===== src/rtl/pulse_recover.sv =====
// pulse_recover: recovers single-cycle pulses from a stretched level coming
// from a foreign clock domain, measures each pulse's high time and returns a
// 4-phase acknowledge. Highs shorter than MIN_WIDTH are rejected as glitches.
// Optional feature macro: PULSE_RECOVER_STAT_EN enables the 8-bit
// qualified-pulse counter on pulse_cnt; without it pulse_cnt is tied to 0.
module pulse_recover #(
  parameter int MIN_WIDTH = 2,
  parameter int CNT_W     = 8
) (
  input  logic             clk1,
  input  logic             rst,
  input  logic             in_level,
  output logic             out_pulse,
  output logic             ack,
  output logic [CNT_W-1:0] width,
  output logic             width_valid,
  output logic             glitch,
  output logic             overrun,
  output logic [7:0]       pulse_cnt
);

  typedef enum logic [1:0] {
    ST_ARM     = 2'd0,
    ST_IDLE    = 2'd1,
    ST_MEASURE = 2'd2,
    ST_HOLD    = 2'd3
  } state_t;

  localparam logic [CNT_W-1:0] CNT_MAX = {CNT_W{1'b1}};
  localparam logic [CNT_W-1:0] MIN_W_C = CNT_W'(MIN_WIDTH);

  // Synchronizer flops; in_s_q is the only view of in_level used by the FSM.
  logic             sync1_q;
  logic             in_s_q;

  state_t           state_q, state_d;
  logic [CNT_W-1:0] cnt_q, cnt_d;
  logic [CNT_W-1:0] cnt_inc_s;
  logic [CNT_W-1:0] width_q, width_d;
  logic             out_pulse_q, out_pulse_d;
  logic             ack_q, ack_d;
  logic             width_valid_q, width_valid_d;
  logic             glitch_q, glitch_d;
  logic             overrun_q, overrun_d;

  // Two-flop synchronizer; resets high so a level present at reset is not seen as a rise.
  always_ff @(posedge clk1) begin
    if (rst) begin
      sync1_q <= 1'b1;
      in_s_q  <= 1'b1;
    end else begin
      sync1_q <= in_level;
      in_s_q  <= sync1_q;
    end
  end

  // Saturating increment of the width counter.
  always_comb begin
    cnt_inc_s = cnt_q;
    if (cnt_q == CNT_MAX) begin
      cnt_inc_s = cnt_q;
    end else begin
      cnt_inc_s = cnt_q + CNT_W'(1);
    end
  end

  // Next-state, counter and strobe logic.
  always_comb begin
    state_d       = state_q;
    cnt_d         = cnt_q;
    width_d       = width_q;
    out_pulse_d   = 1'b0;
    width_valid_d = 1'b0;
    glitch_d      = 1'b0;
    overrun_d     = overrun_q;
    case (state_q)
      ST_ARM: begin
        if (!in_s_q) begin
          state_d = ST_IDLE;
        end else begin
          state_d = ST_ARM;
        end
      end
      ST_IDLE: begin
        if (in_s_q) begin
          cnt_d = CNT_W'(1);
          // A one-cycle minimum qualifies on the very first high sample.
          if (MIN_W_C == CNT_W'(1)) begin
            state_d     = ST_HOLD;
            out_pulse_d = 1'b1;
          end else begin
            state_d = ST_MEASURE;
          end
        end else begin
          state_d = ST_IDLE;
        end
      end
      ST_MEASURE: begin
        if (in_s_q) begin
          cnt_d = cnt_inc_s;
          if (cnt_inc_s >= MIN_W_C) begin
            state_d     = ST_HOLD;
            out_pulse_d = 1'b1;
          end else begin
            state_d = ST_MEASURE;
          end
        end else begin
          glitch_d = 1'b1;
          state_d  = ST_IDLE;
        end
      end
      ST_HOLD: begin
        if (in_s_q) begin
          cnt_d   = cnt_inc_s;
          state_d = ST_HOLD;
        end else begin
          width_d       = cnt_q;
          width_valid_d = 1'b1;
          state_d       = ST_IDLE;
        end
      end
      default: begin
        state_d = ST_ARM;
      end
    endcase
    // Saturation while measuring is sticky until reset.
    if (((state_d == ST_MEASURE) || (state_d == ST_HOLD)) && (cnt_d == CNT_MAX)) begin
      overrun_d = 1'b1;
    end else begin
      overrun_d = overrun_d;
    end
    ack_d = (state_d == ST_HOLD);
  end

  // FSM state, counter and registered outputs.
  always_ff @(posedge clk1) begin
    if (rst) begin
      state_q       <= ST_ARM;
      cnt_q         <= '0;
      width_q       <= '0;
      out_pulse_q   <= 1'b0;
      ack_q         <= 1'b0;
      width_valid_q <= 1'b0;
      glitch_q      <= 1'b0;
      overrun_q     <= 1'b0;
    end else begin
      state_q       <= state_d;
      cnt_q         <= cnt_d;
      width_q       <= width_d;
      out_pulse_q   <= out_pulse_d;
      ack_q         <= ack_d;
      width_valid_q <= width_valid_d;
      glitch_q      <= glitch_d;
      overrun_q     <= overrun_d;
    end
  end

  assign out_pulse   = out_pulse_q;
  assign ack         = ack_q;
  assign width       = width_q;
  assign width_valid = width_valid_q;
  assign glitch      = glitch_q;
  assign overrun     = overrun_q;

`ifdef PULSE_RECOVER_STAT_EN
  logic [7:0] pulse_cnt_q;

  // Qualified-pulse counter, wraps at 255, advances on the edge out_pulse rises.
  always_ff @(posedge clk1) begin
    if (rst) begin
      pulse_cnt_q <= 8'd0;
    end else if (out_pulse_d) begin
      pulse_cnt_q <= pulse_cnt_q + 8'd1;
    end else begin
      pulse_cnt_q <= pulse_cnt_q;
    end
  end

  assign pulse_cnt = pulse_cnt_q;
`else
  assign pulse_cnt = 8'd0;
`endif

endmodule

===== config.mk =====
export PLATFORM = sky130hd
export DESIGN_NAME = pulse_recover
export DESIGN_NICKNAME = d
export VERILOG_FILES = /design/src/rtl/pulse_recover.sv
export SDC_FILE = /design/constraint.sdc
export NUM_CORES = 1
export LEC_CHECK = 0
export BUFFER_PORTS_ARGS = -buffer_cell sky130_fd_sc_hd__buf_2
export CORE_ASPECT_RATIO = 1.5
export CORE_MARGIN = 2
export CORE_UTILIZATION = 48
export DETAILED_ROUTE_END_ITERATION = 16
export PLACE_DENSITY = 0.74
export SETUP_SLACK_MARGIN = 0.15
export SLEW_MARGIN = 20
export SYNTH_ARGS = -nofsm -noshare
export SYNTH_HDL_FRONTEND = slang
export SYNTH_SLANG_ARGS = --single-unit

===== constraint.sdc =====
create_clock -name clk1 -period 1.72 [get_ports clk1]
set_input_delay 0.086 -clock clk1 [delete_from_list [all_inputs] [get_ports clk1]]
set_output_delay 0.086 -clock clk1 [all_outputs]
set_load 0.03 [all_outputs]

# [Word-level counts from Yosys, hierarchy flattened]
# Cells that the tools add are included.
# Widths: inputs -> output; s select.
[word_totals] mem_bits_ro=0 n_memories=0 latch_bits=0 regBits=25 input_bits=3 word_cells=42 ram_bits=0 out_inout_bits=21
[op_classes] n_mux=12 bitwise=3 div=0 eq_ne=7 multipliers=0 shift=0 add_sub_neg=1 magnitude_cmp=1 reduce_logical=8
[ops] cell="$mux 8" n=3
[ops] cell="$eq 8x8->1 const B" n=2
[ops] cell="$pmux 8 s2" n=1
[ops] cell="$add 8x1->8 const B" n=1
[ops] cell="$eq 2x2->1 const B" n=4
[ops] cell="$ge 8x2->1 const B" n=1
[ops] cell="$pmux 2 s4" n=1
[ops] cell="$mux 2" n=3
[ops] cell="$reduce_or 2->1" n=3
[ops] cell="$mux 1" n=4
[ops] cell="$not 1->1" n=3
[ops] cell="$reduce_or 3->1" n=1
[ops] cell="$eq 2x1->1 const B" n=1
[ops] cell="$logic_not 2->1" n=1
[ops] cell="$reduce_and 2->1" n=1
[ops] cell="$logic_and 1x1->1" n=1
[ops] cell="$logic_or 1x1->1" n=1

# [Depth between registers and ports, before layout]
# Gate-level depths: netlist (run 1).
[logic_depth] depth_word=9 depth_mapped=7

# [Least setup slack after synthesis (run 1)]
# OpenSTA, ideal clock, no wires.
[synth_path] path_kind="flip-flop to flip-flop" from="reg cnt_q[0]" to="reg overrun_q (netlist: overrun)" path_slack_ns=-0.104 arrival_time_ns=1.736 synth_period_minus_slack_ns=1.824 path_buffers=0 stages_incl_launch_ff=7 cell_sequence="dfxtp_1 ha_1 nand3_2 o31ai_2 a32oi_1 or3_1 o32ai_2"
[synth_via] elab_chain_cells=9 elab_cells_between_ends=15 cone_classes="add/sub: 1; order compare: 1; eq/ne: 4; mux: 7; reduce/logical: 2"
[synth_rtl] item="start, declared" line="37" source="logic [CNT_W-1:0] cnt_q, cnt_d;"
[synth_rtl] item="start signal, assigned" line="148" source="cnt_q <= cnt_d;"
[synth_rtl] item="$add 8x1->8 / $eq 8x8->1 (equally long branches)" line="63, 60"
[synth_rtl] item="$mux 8" line="60" source="if (cnt_q == CNT_MAX) begin"
[synth_rtl] item="$ge 8x2->1" line="101" source="if (cnt_inc_s >= MIN_W_C) begin"
[synth_rtl] item="$mux 1" line="101"
[synth_rtl] item="$mux 2" line="99" source="if (in_s_q) begin"
[synth_rtl] item="$pmux 2 s4" line="76" source="case (state_q)"
[synth_rtl] item="$eq 2x2->1" line="127" source="if (((state_d == ST_MEASURE) || (state_d == ST_HOLD)) && (cnt_d == CNT_MAX)) begin"
[synth_rtl] item="$logic_or 1x1->1" line="127"
[synth_rtl] item="$logic_and 1x1->1 *" line="127"
[synth_rtl] item="end signal, assigned" line="154" source="overrun_q <= overrun_d;"
[synth_rtl] item="end, declared" line="44" source="logic overrun_q, overrun_d;"
# Every way passes the cells marked *; elsewhere a longest branch is shown, timed or not.
# A chain may end at the register's enable or synchronous reset.

# [Final worst setup path (run 1)]
[layout_path] from="reg cnt_q[1]" to="reg overrun_q (netlist: overrun)"
# Same word-level chain as after synthesis.

==> results of run 1 <==
[cell usage in the layout, fill, tap and decap left out, drive strengths merged, types with 3 or more instances in the layout]
cell / count
a21oi: 7
nand2: 6
mux2i: 8
and3: 3
o21ai: 6
clkbuf: 3
buf: 35
nand3: 5
nor2: 20
nor4: 3
conb: 8
dfxtp: 25
inv: 4
nor3: 5
[repair_timing]
item | CTS | global route
resized for setup | 12 | 11
hold buffers | 1 | 0
setup endpoints to repair | 4 | 4
buffers inserted | 2 | 2
pin swaps | 5 | 7
endpoints found under the hold margin | 1 | 0
[worst min path at each step]
stage	startpoint	end	slack (ns)
floorplan	rst	cnt_q[0]	0.15
global placement	in_level	sync1_q	0.27
CTS	rst	width[2]	0.16
detailed placement	in_level	sync1_q	0.27
finish	rst	cnt_q[4]	0.16
global route	rst	width[1]	0.18
[cells by family (layout without fill, tap and decap cells)]
logic type      count (synthesis)  after routing  share of synthesized area (%)
mux                             8              8                           6.40
other cells                     1              8                          0.300
buf+inv                        22             44                           11.4
xor+xnor                        2              2                           1.40
compound gates                 26             26                           14.6
fa+ha+maj                       1              1                           1.00
flops                          25             25                           40.0
simple gates                   57             57                           24.9
[layout make-up]
type,instances,area (um2),area share [%]
multi-input cells,102,719,46.5
clock inverters,1,5.00,0.324
well taps,24,30.0,1.94
clock buffers,3,22.5,1.46
repair buffers,36,235,15.2
inverters,4,15.0,0.971
flip-flops and latches,25,519,33.6
[registers in the layout, indices dropped and copies added (netlist names)]
register,count
cnt_q,8
width,8
state_q,2
ack,1
glitch,1
in_s_q,1
out_pulse,1
overrun,1
sync1_q,1
width_valid,1
[through the flow]
| step | TNS [ns] | utilization [%] | power [mW] |
|---|---|---|---|
| 4_1_cts | 0 | 60.4 | 0.946 |
| 3_5_place_dp | -0.0237 | 56.9 | 0.678 |
| 2_1_floorplan | 0 | - | 0.673 |
| 5_1_grt | -0.231 | 63.1 | 0.984 |
| 6_report | 0 | 63.1 | 0.949 |
| 3_3_place_gp | 0 | 56.9 | 0.677 |
[power groups by stage]
stage,sequential (mW),clock (mW),combinational (mW)
floorplan,0.605,0,0.0675
global placement,0.605,0,0.0718
detailed placement,0.605,0,0.0725
CTS,0.591,0.275,0.0793
global route,0.590,0.302,0.0922
finish,0.588,0.275,0.0863
[metal layers]
metal | track usage [%] | vias up | wire (um)
li1 | - | 543 | -
met1 | 25.8 | 522 | 1170
met2 | 35.7 | 48 | 1610
met3 | 4.07 | 10 | 156
met4 | 8.46 | 0 | 69
met5 | 0 | - | 0
[critical path: stages (launching register included)]
cell,delay (ns)
dfxtp_4,0.38
ha_4,0.18
and3_4,0.20
nand2_2,0.09
a32oi_1,0.13
or3_1,0.40
o32ai_2,0.26
==> summary.txt, run 1 <==
Clock Latency Late Sink: 0.34 ns
Clk root buf: clkbuf_4
Seq/Total Area, Yosys: 40.0%
TritonCTS Buffers: 3
CTS tree: yes
Largest net degree at the start of global routing: 24
Ranking of synthesized cells by area: dfxtp_1 40%, buf_4 6.6%, mux2i_1 6.4%, nor2_1 6.0%, a21oi_1 2.8%
Synth cell types: 43
Remaining global-route overflow: 0
Critical path class: register to register
Top cells by count, synth: 25 x dfxtp_1, 20 x nor2_1, 11 x buf_4
Critical R2R Capture: overrun
Drt drc: 0
HP Class: input pin to register
Critical path fanouts, max: 4
Area Overhead vs Synth: 23.6%
Yosys reg bits: 25
Area leader, netlist: dfxtp_1
Minimum clock period: 1.72 ns
Cells on worst reg2reg path: 6
Internal Pwr Total: 696 uW
Total number of vias: 1123
Worst r2r src: cnt_q[1]
Setup crit start: cnt_q[1]
Most common cell in the netlist: dfxtp_1
Area of the die: 3040 um2
Warnings, synthesis: 0
Cells after DPL: 186
Sw Ratio: 26.6%
Worst setup margin: 0.00320 ns
EDFF count, synth: 0
Initial core utilization: 51.1%
CTS H-tree depth: 1
NetSw: 253 uW
Antenna Cells: 0
Setup crit end: overrun
Initial antenna violation count: 0
Capturing element type of the critical path: register
Unrepaired setup endpoints after global routing: true
Outcome: finished, final reports clean
Drt first-iter violations: 55
GPL Wtd Cong: 0.932
Post-DRT Antenna Nets: 0
Layout Skew: 0.00190 ns
Combinational share of power: 9.1%
Hold Path Cell Cnt: 2
Drt total wl: 3010 um
Synth top area share: 40.0%
Data arrival, critical path: 1.98 ns
Crit share post-route: 99.8%
R2R setup slack: 0.003 ns
Number of fill cells in the layout: 197
LEAKAGE: 0.680 nW
Setup violations, final: 0
Place WS: -0.0237 ns
Final Hold Fails: 0
Core ar.: 2450 um2
Cells after Synth: 142
Row cnt: 22
Num ports: 24
Vias in the first global route: 1026
Nets: 176
Tot GR Track Use: 21.3%
Crit start category: register
Final std cells w/o fill: 195
TritonRoute pass-1 iters: 4
PortBufs: 15
Final instance area: 1550 um2
Clk pwr share: 28.9%
Clock Sinks: 25
First-pass GRT wire length: 4710 um
Flop pwr share: 62.0%
Post-DR wirelength/cell: 15.4 um
Hpwl dp: 2010 um
Die Y: 66.5 um
Reg clk slew, reported paths: 0.13 ns
Vias per cell: 5.76
Post-synthesis async set-or-reset flop share: 0%
Power density over the cells: 614 nW/um2
Top_reg_cell synth: dfxtp_1
Max Cap Viol: 0
Min Hold Slack: 0.156 ns
Longest Clk Path Bufs: 2
Peak supply drop: 0.000521 V
Max Freq: 582 MHz
Placed Instance Area: 1400 um2
Die width: 45.7 um
Share of layout cells above drive strength 1: 36.8%
CP Data Required Time: 1.98 ns
Mapped Avg Cell Area: 8.81 um2
Final-report max-slew violation count: 0
Post-Synthesis Cell Area: 1250 um2
No activity file was read; power rests on OpenSTA's default activity.
==> run 2: changes to the inputs <==
--- a/config.mk
+++ b/config.mk
@@ -6,11 +6,14 @@
 export NUM_CORES = 1
 export LEC_CHECK = 0
 export BUFFER_PORTS_ARGS = -buffer_cell sky130_fd_sc_hd__buf_2
-export CORE_ASPECT_RATIO = 1.5
+export CELL_PAD_IN_SITES_DETAIL_PLACEMENT = 0
+export CELL_PAD_IN_SITES_GLOBAL_PLACEMENT = 1
+export CORE_ASPECT_RATIO = 1.4
 export CORE_MARGIN = 2
-export CORE_UTILIZATION = 48
+export CORE_UTILIZATION = 38
+export CTS_BUF_LIST = sky130_fd_sc_hd__clkbuf_8
 export DETAILED_ROUTE_END_ITERATION = 16
-export PLACE_DENSITY = 0.74
+export PLACE_DENSITY_LB_ADDON = 0.1
 export SETUP_SLACK_MARGIN = 0.15
 export SLEW_MARGIN = 20
 export SYNTH_ARGS = -nofsm -noshare
==> run 2 against run 1 <==
The run now ends with negative setup slack left. Total power up 8.3%. Design area grew 11%. Clock skew about the same. Sequential share of layout area down 3.5 points. First-iteration DRC count shrank 15%. Hold slack worse by 0.024 ns. Worst setup slack got worse by 0.019 ns. Clock-buffer cell count is the same. Critical path type unchanged. Largest power group unchanged.
==> summary.txt, run 2 (synthesis gave the netlist of run 1 again) <==
Outcome: finished, violations left (was finished, final reports clean)
Violated checks: negative setup slack
Crit share post-route: 101% (was 99.8%)
Critical Path Max Stage Delay: 0.41 ns (was 0.40 ns)
Clk root buf: clkbuf_8 (was clkbuf_4)
Drt total wl: 3450 um (was 3010 um)
Area occupied by multi-input gates: 751 um2 (was 719 um2)
Final-report max-slew violation count: 0 (unchanged)
Most common cell after layout, fill and taps aside: buf_4
Critical Path Slowest Stage Cell: or3_1 (unchanged)
PortBufs: 15 (unchanged)
Drt first-iter violations: 47 (was 55)
Max Freq: 576 MHz (was 582 MHz)
Nets: 189 (was 176)
Antenna Cells: 0 (unchanged)
First-pass GRT wire length: 5610 um (was 4710 um)
Data arrival, critical path: 1.93 ns (was 1.98 ns)
Drt drc: 0 (unchanged)
Commonest non-fill, non-tap cells in the layout: 30 x buf_4, 20 x nor2_1, 17 x dfxtp_1, 15 x buf_2 (was 20 x nor2_1, 20 x buf_4, 16 x dfxtp_1, 15 x buf_2)
Share of layout cells above drive strength 1: 42.4% (was 36.8%)
Power density over the cells: 597 nW/um2 (was 614 nW/um2)
Max Cap Viol: 0 (unchanged)
Post-DR wirelength/cell: 15.5 um (was 15.4 um)
Setup violations, final: 1 (was 0)
CP Data Required Time: 1.91 ns (was 1.98 ns)
Die Y: 71.9 um (was 66.5 um)
Initial core utilization: 40.1% (was 51.1%)
Crit path buf inv count: 1 (was 0)
Min Hold Slack: 0.132 ns (was 0.156 ns)
Vias in the first global route: 1146 (was 1026)
Num ports: 24 (unchanged)
HP Class: input pin to register (unchanged)
Final Hold Fails: 0 (unchanged)
Unrepaired setup endpoints after global routing: true (unchanged)
Post-DRT Antenna Nets: 0 (unchanged)
Post-Route Utilization: 55.1% (was 63.1%)
GPL Wtd Cong: 0.882 (was 0.932)
Total number of vias: 1182 (was 1123)
LEAKAGE: 0.760 nW (was 0.680 nW)
Peak supply drop: 0.000512 V (was 0.000521 V)
TritonRoute pass-1 iters: 4 (unchanged)
Worst setup margin: -0.0159 ns (was 0.00320 ns)
Row cnt: 24 (was 22)
Minimum clock period: 1.74 ns (was 1.72 ns)
Core ar.: 3120 um2 (was 2450 um2)
Tot GR Track Use: 19.8% (was 21.3%)
Area Overhead vs Synth: 37.6% (was 23.6%)
Crit start category: register (unchanged)
TritonCTS Buffers: 3 (unchanged)
CTS tree: yes (unchanged)
Vias per cell: 5.30 (was 5.76)
Hpwl dp: 2370 um (was 2010 um)
Critical-path cell list: ha_4 -> nand3_4 -> buf_6 -> nor4_1 -> nand3b_1 -> or3_1 -> o32ai_2 (was ha_4 -> and3_4 -> nand2_2 -> a32oi_1 -> or3_1 -> o32ai_2)
Remaining global-route overflow: 0 (unchanged)
Longest Clk Path Bufs: 2 (unchanged)
Reg clk slew, reported paths: 0.08 ns (was 0.13 ns)
Layout Skew: 0.00227 ns (was 0.00190 ns)
Critical path fanouts, max: 7 (was 4)
Capturing element type of the critical path: register (unchanged)
CTS H-tree depth: 1 (unchanged)
Number of fill cells in the layout: 293 (was 197)
Critical path class: register to register (unchanged)
Die width: 52.5 um (was 45.7 um)
Sequential Area: 518 um2 (was 519 um2)
Initial antenna violation count: 0 (unchanged)
Place WS: -0.00823 ns (was -0.0237 ns)
Clock Sinks: 25 (unchanged)
Family with the most delay on the worst path: simple AND/OR/NAND/NOR gates (unchanged)
Clock Latency Late Sink: 0.27 ns (was 0.34 ns)
Total power: 1.03 mW (was 949 uW)
Largest net degree at the start of global routing: 23 (was 24)
Area of the die: 3770 um2 (was 3040 um2)
run 2: cell types whose count changed in the layout (fill, tap and decap cells not counted), sizes merged:
cell    before  now
clkinv       1    0
inv          4    5
buf         35   48
run 2: worst paths after layout:
check	from	slack [ns]	cells past startpoint	endpoint
worst max-delay path	cnt_q[0]	-0.02	7	overrun
worst min register to register	sync1_q	0.41	1	in_s_q
worst max register to register	cnt_q[0]	-0.02	7	overrun
worst min-delay path	rst	0.13	3	cnt_q[0]
run 2: stage by stage:
| step | cell area (um2) | instances | setup TNS [ns] |
|---|---|---|---|
| after global placement | 1490 | 211 | -0.0210 |
| final | 1720 | 223 | -0.0159 |
| after global routing | 1720 | 223 | -0.0611 |
| after CTS | 1670 | 221 | 0 |
| after floorplan | 1300 | 149 | 0 |
| after detailed placement | 1490 | 211 | -0.00823 |
run 2: worst reg2reg max path: cells and delay by family (launching register included):
family	cells	cell delay, ns
AOI/OAI and AO/OA	1	0.25
adders and majority gates	1	0.17
buffers and inverters	1	0.11
DFF	1	0.37
and+or+nand+nor	4	0.75
run 2: area by class of cell:
class	instances	share of cell area, %
clock buffer	3	2.40
tap	39	2.83
inverter	4	0.872
sequential	25	30.1
clock inverter	1	0.218
multi-input combinational	102	43.6
timing repair buffer	49	20.0
run 2: repair_timing:
item                                    in CTS  in global routing
endpoints found under the setup margin       4                  5
hold buffers                                 1                  0
resized for setup                           21                  9
pin swaps                                   11                 10
cloned                                       0                  0
buffers inserted                             5                  2
endpoints found under the hold margin        1                  0
run 2: power by group:
group / switching [mW] / internal (mW)
sequential: 0.00771 / 0.581
clock: 0.185 / 0.160
combinational: 0.0620 / 0.0321
run 2: per-layer routing:
| metal | vias to the layer above | wire length (um) | GRT usage [%] |
|---|---|---|---|
| met5 | - | 0 | 0 |
| met2 | 34 | 1780 | 33.9 |
| met4 | 0 | 120 | 8.83 |
| li1 | 565 | - | - |
| met3 | 14 | 125 | 3.50 |
| met1 | 569 | 1420 | 23.6 |
==> run 3: changes to the inputs <==
--- a/config.mk
+++ b/config.mk
@@ -10,11 +10,10 @@
 export CELL_PAD_IN_SITES_GLOBAL_PLACEMENT = 1
 export CORE_ASPECT_RATIO = 1.4
 export CORE_MARGIN = 2
-export CORE_UTILIZATION = 38
+export CORE_UTILIZATION = 35
 export CTS_BUF_LIST = sky130_fd_sc_hd__clkbuf_8
 export DETAILED_ROUTE_END_ITERATION = 16
 export PLACE_DENSITY_LB_ADDON = 0.1
-export SETUP_SLACK_MARGIN = 0.15
 export SLEW_MARGIN = 20
 export SYNTH_ARGS = -nofsm -noshare
 export SYNTH_HDL_FRONTEND = slang
==> run 3 against run 2 <==
The run now ends clean. Global-route usage down 3.0 points. Sequential power increased by 0.7%. Worst setup slack improved by 0.037 ns. Non-clock buffer count shrank 13.
==> summary.txt, run 3 (synthesis gave the netlist of run 1 again) <==
Unrepaired setup endpoints after global routing: true (unchanged)
Data arrival, critical path: 1.89 ns (was 1.93 ns)
Clock Sinks: 25 (unchanged)
Setup TNS: 0 ns (was -0.0159 ns)
Worst Hold Launch: rst (unchanged)
TritonRoute pass-1 iters: 4 (unchanged)
Total power: 1.04 mW (was 1.03 mW)
Cells after DPL: 206 (was 211)
Critical path class: register to register (unchanged)
LEAKAGE: 0.681 nW (was 0.760 nW)
Critical Path Max Stage Delay: 0.40 ns (was 0.41 ns)
Initial core utilization: 36.7% (was 40.1%)
Place WS: -0.0370 ns (was -0.00823 ns)
GPL Wtd Cong: 0.899 (was 0.882)
Vias per cell: 5.32 (was 5.30)
Number of fill cells in the layout: 338 (was 293)
Layout Skew: 0.00185 ns (was 0.00227 ns)
TritonCTS Buffers: 3 (unchanged)
Reg clk slew, reported paths: 0.09 ns (was 0.08 ns)
Drt total wl: 3180 um (was 3450 um)
Final std cells w/o fill: 211 (was 223)
Num ports: 24 (unchanged)
Clock Latency Late Sink: 0.27 ns (about the same)
Final-report max-slew violation count: 0 (unchanged)
Critical-path cell list: ha_4 -> nand3_4 -> o22ai_2 -> a22oi_1 -> or3_4 -> o32ai_2 (was ha_4 -> nand3_4 -> buf_6 -> nor4_1 -> nand3b_1 -> or3_1 -> o32ai_2)
Cells on worst reg2reg path: 6 (was 7)
Longest Clk Path Bufs: 2 (unchanged)
Hold Path Sink: width[2] (was cnt_q[0])
Row cnt: 25 (was 24)
First-pass GRT wire length: 4920 um (was 5610 um)
Post-DR wirelength/cell: 15.1 um (was 15.5 um)
Vias in the first global route: 1052 (was 1146)
Crit start category: register (unchanged)
PortBufs: 15 (unchanged)
HP Class: input pin to register (unchanged)
Capturing element type of the critical path: register (unchanged)
Critical path fanouts, max: 7 (unchanged)
Drt drc: 0 (unchanged)
Tot GR Track Use: 16.8% (was 19.8%)
Minimum clock period: 1.70 ns (was 1.74 ns)
Peak supply drop: 0.000390 V (was 0.000512 V)
Buffers inserted by post-CTS timing repair: 0 (was 5)
Remaining global-route overflow: 0 (unchanged)
Nets: 176 (was 189)
Largest net degree at the start of global routing: 24 (was 23)
Commonest non-fill, non-tap cells in the layout: 20 x nor2_1, 20 x buf_4, 16 x dfxtp_1, 15 x buf_2, 9 x dfxtp_2 (was 30 x buf_4, 20 x nor2_1, 17 x dfxtp_1, 15 x buf_2)
Antenna Cells: 0 (unchanged)
Power density over the cells: 657 nW/um2 (was 597 nW/um2)
Crit share post-route: 98.8% (was 101%)
Area Overhead vs Synth: 26.2% (was 37.6%)
Outcome: finished, final reports clean (was finished, violations left)
Total number of vias: 1123 (was 1182)
R2R setup slack: 0.02 ns (was -0.02 ns)
Drt first-iter violations: 34 (was 47)
Die Y: 74.7 um (was 71.9 um)
Hold Path Cell Cnt: 2 (was 3)
Critical R2R Capture: overrun (unchanged)
CTS tree: yes (unchanged)
Die width: 54.5 um (was 52.5 um)
Critical Path Slowest Stage Cell: or3_4 (was or3_1)
Max Cap Viol: 0 (unchanged)
Worst setup margin: 0.0206 ns (was -0.0159 ns)
Setup violations, final: 0 (was 1)
Max Freq: 588 MHz (was 576 MHz)
Share of layout cells above drive strength 1: 38.0% (was 42.4%)
Post-DRT Antenna Nets: 0 (unchanged)
Initial antenna violation count: 0 (unchanged)
Final Hold Fails: 0 (unchanged)
CTS H-tree depth: 1 (unchanged)
Hpwl dp: 2250 um (was 2370 um)
CP Data Required Time: 1.91 ns (about the same)
Worst r2r src: cnt_q[0] (unchanged)
Post-Route Utilization: 46.3% (was 55.1%)
Area of the die: 4080 um2 (was 3770 um2)
Core ar.: 3410 um2 (was 3120 um2)
Clk root buf: clkbuf_8 (unchanged)
==> run 3: changes by cell type in the layout (fill, tap and decap cells not counted), sizes merged <==
| cell | before | now |
|---|---|---|
| buf | 48 | 35 |
==> run 3: metrics by stage <==
stage,cell area [um2],hold slack [ns]
CTS,1510,0.240
finish,1580,0.226
detailed placement,1440,0.276
floorplan,1290,0.153
global route,1580,0.241
global placement,1440,0.262
==> run 3: layout make-up <==
| class | count | area [um2] | area share (%) |
|---|---|---|---|
| Clock buffer | 3 | 41.3 | 2.61 |
| Clock inverter | 1 | 3.75 | 0.238 |
| Inverter | 4 | 15.0 | 0.951 |
| Multi-Input combinational cell | 102 | 722 | 45.7 |
| Sequential cell | 25 | 512 | 32.4 |
| Tap cell | 40 | 50.0 | 3.17 |
| Timing Repair Buffer | 36 | 235 | 14.9 |
==> run 3: critical path: cells and delay by family, from the launching register on <==
kind	cells	cell delay [ns]
adders and majority gates	1	0.16
and+or+nand+nor	2	0.53
AOI/OAI and AO/OA	3	0.57
DFF	1	0.36
==> run 3: how the worst max path moves through the flow <==
stage,cells past startpoint,endpoint,start
floorplan,7,overrun,cnt_q[0]
global placement,5,overrun,cnt_q[3]
detailed placement,6,overrun,cnt_q[0]
CTS,6,overrun,cnt_q[0]
global route,6,overrun,cnt_q[0]
finish,6,overrun,cnt_q[0]
==> run 3: repair_timing <==
action                     CTS  global route
cloned                       0             0
pin swaps                    1             4
resized for setup            7            15
hold endpoints to repair     1             0
setup endpoints to repair    1             4
hold buffers                 1             0
==> run 3: metal layers <==
layer	vias to the layer above	wire, um	GRT usage (%)
li1	541	-	-
met1	547	1330	19.7
met2	26	1670	28.4
met3	9	103	3.17
met4	0	72	8.61
met5	-	0	0
==> run 3: power by group <==
group	internal, mW	switching, mW	total, mW	leakage, nW
registers	0.585	0.00709	0.592	0.206
logic	0.0283	0.0602	0.0885	0.448
clock network	0.160	0.196	0.356	0.0269
total	0.773	0.263	1.04	0.681
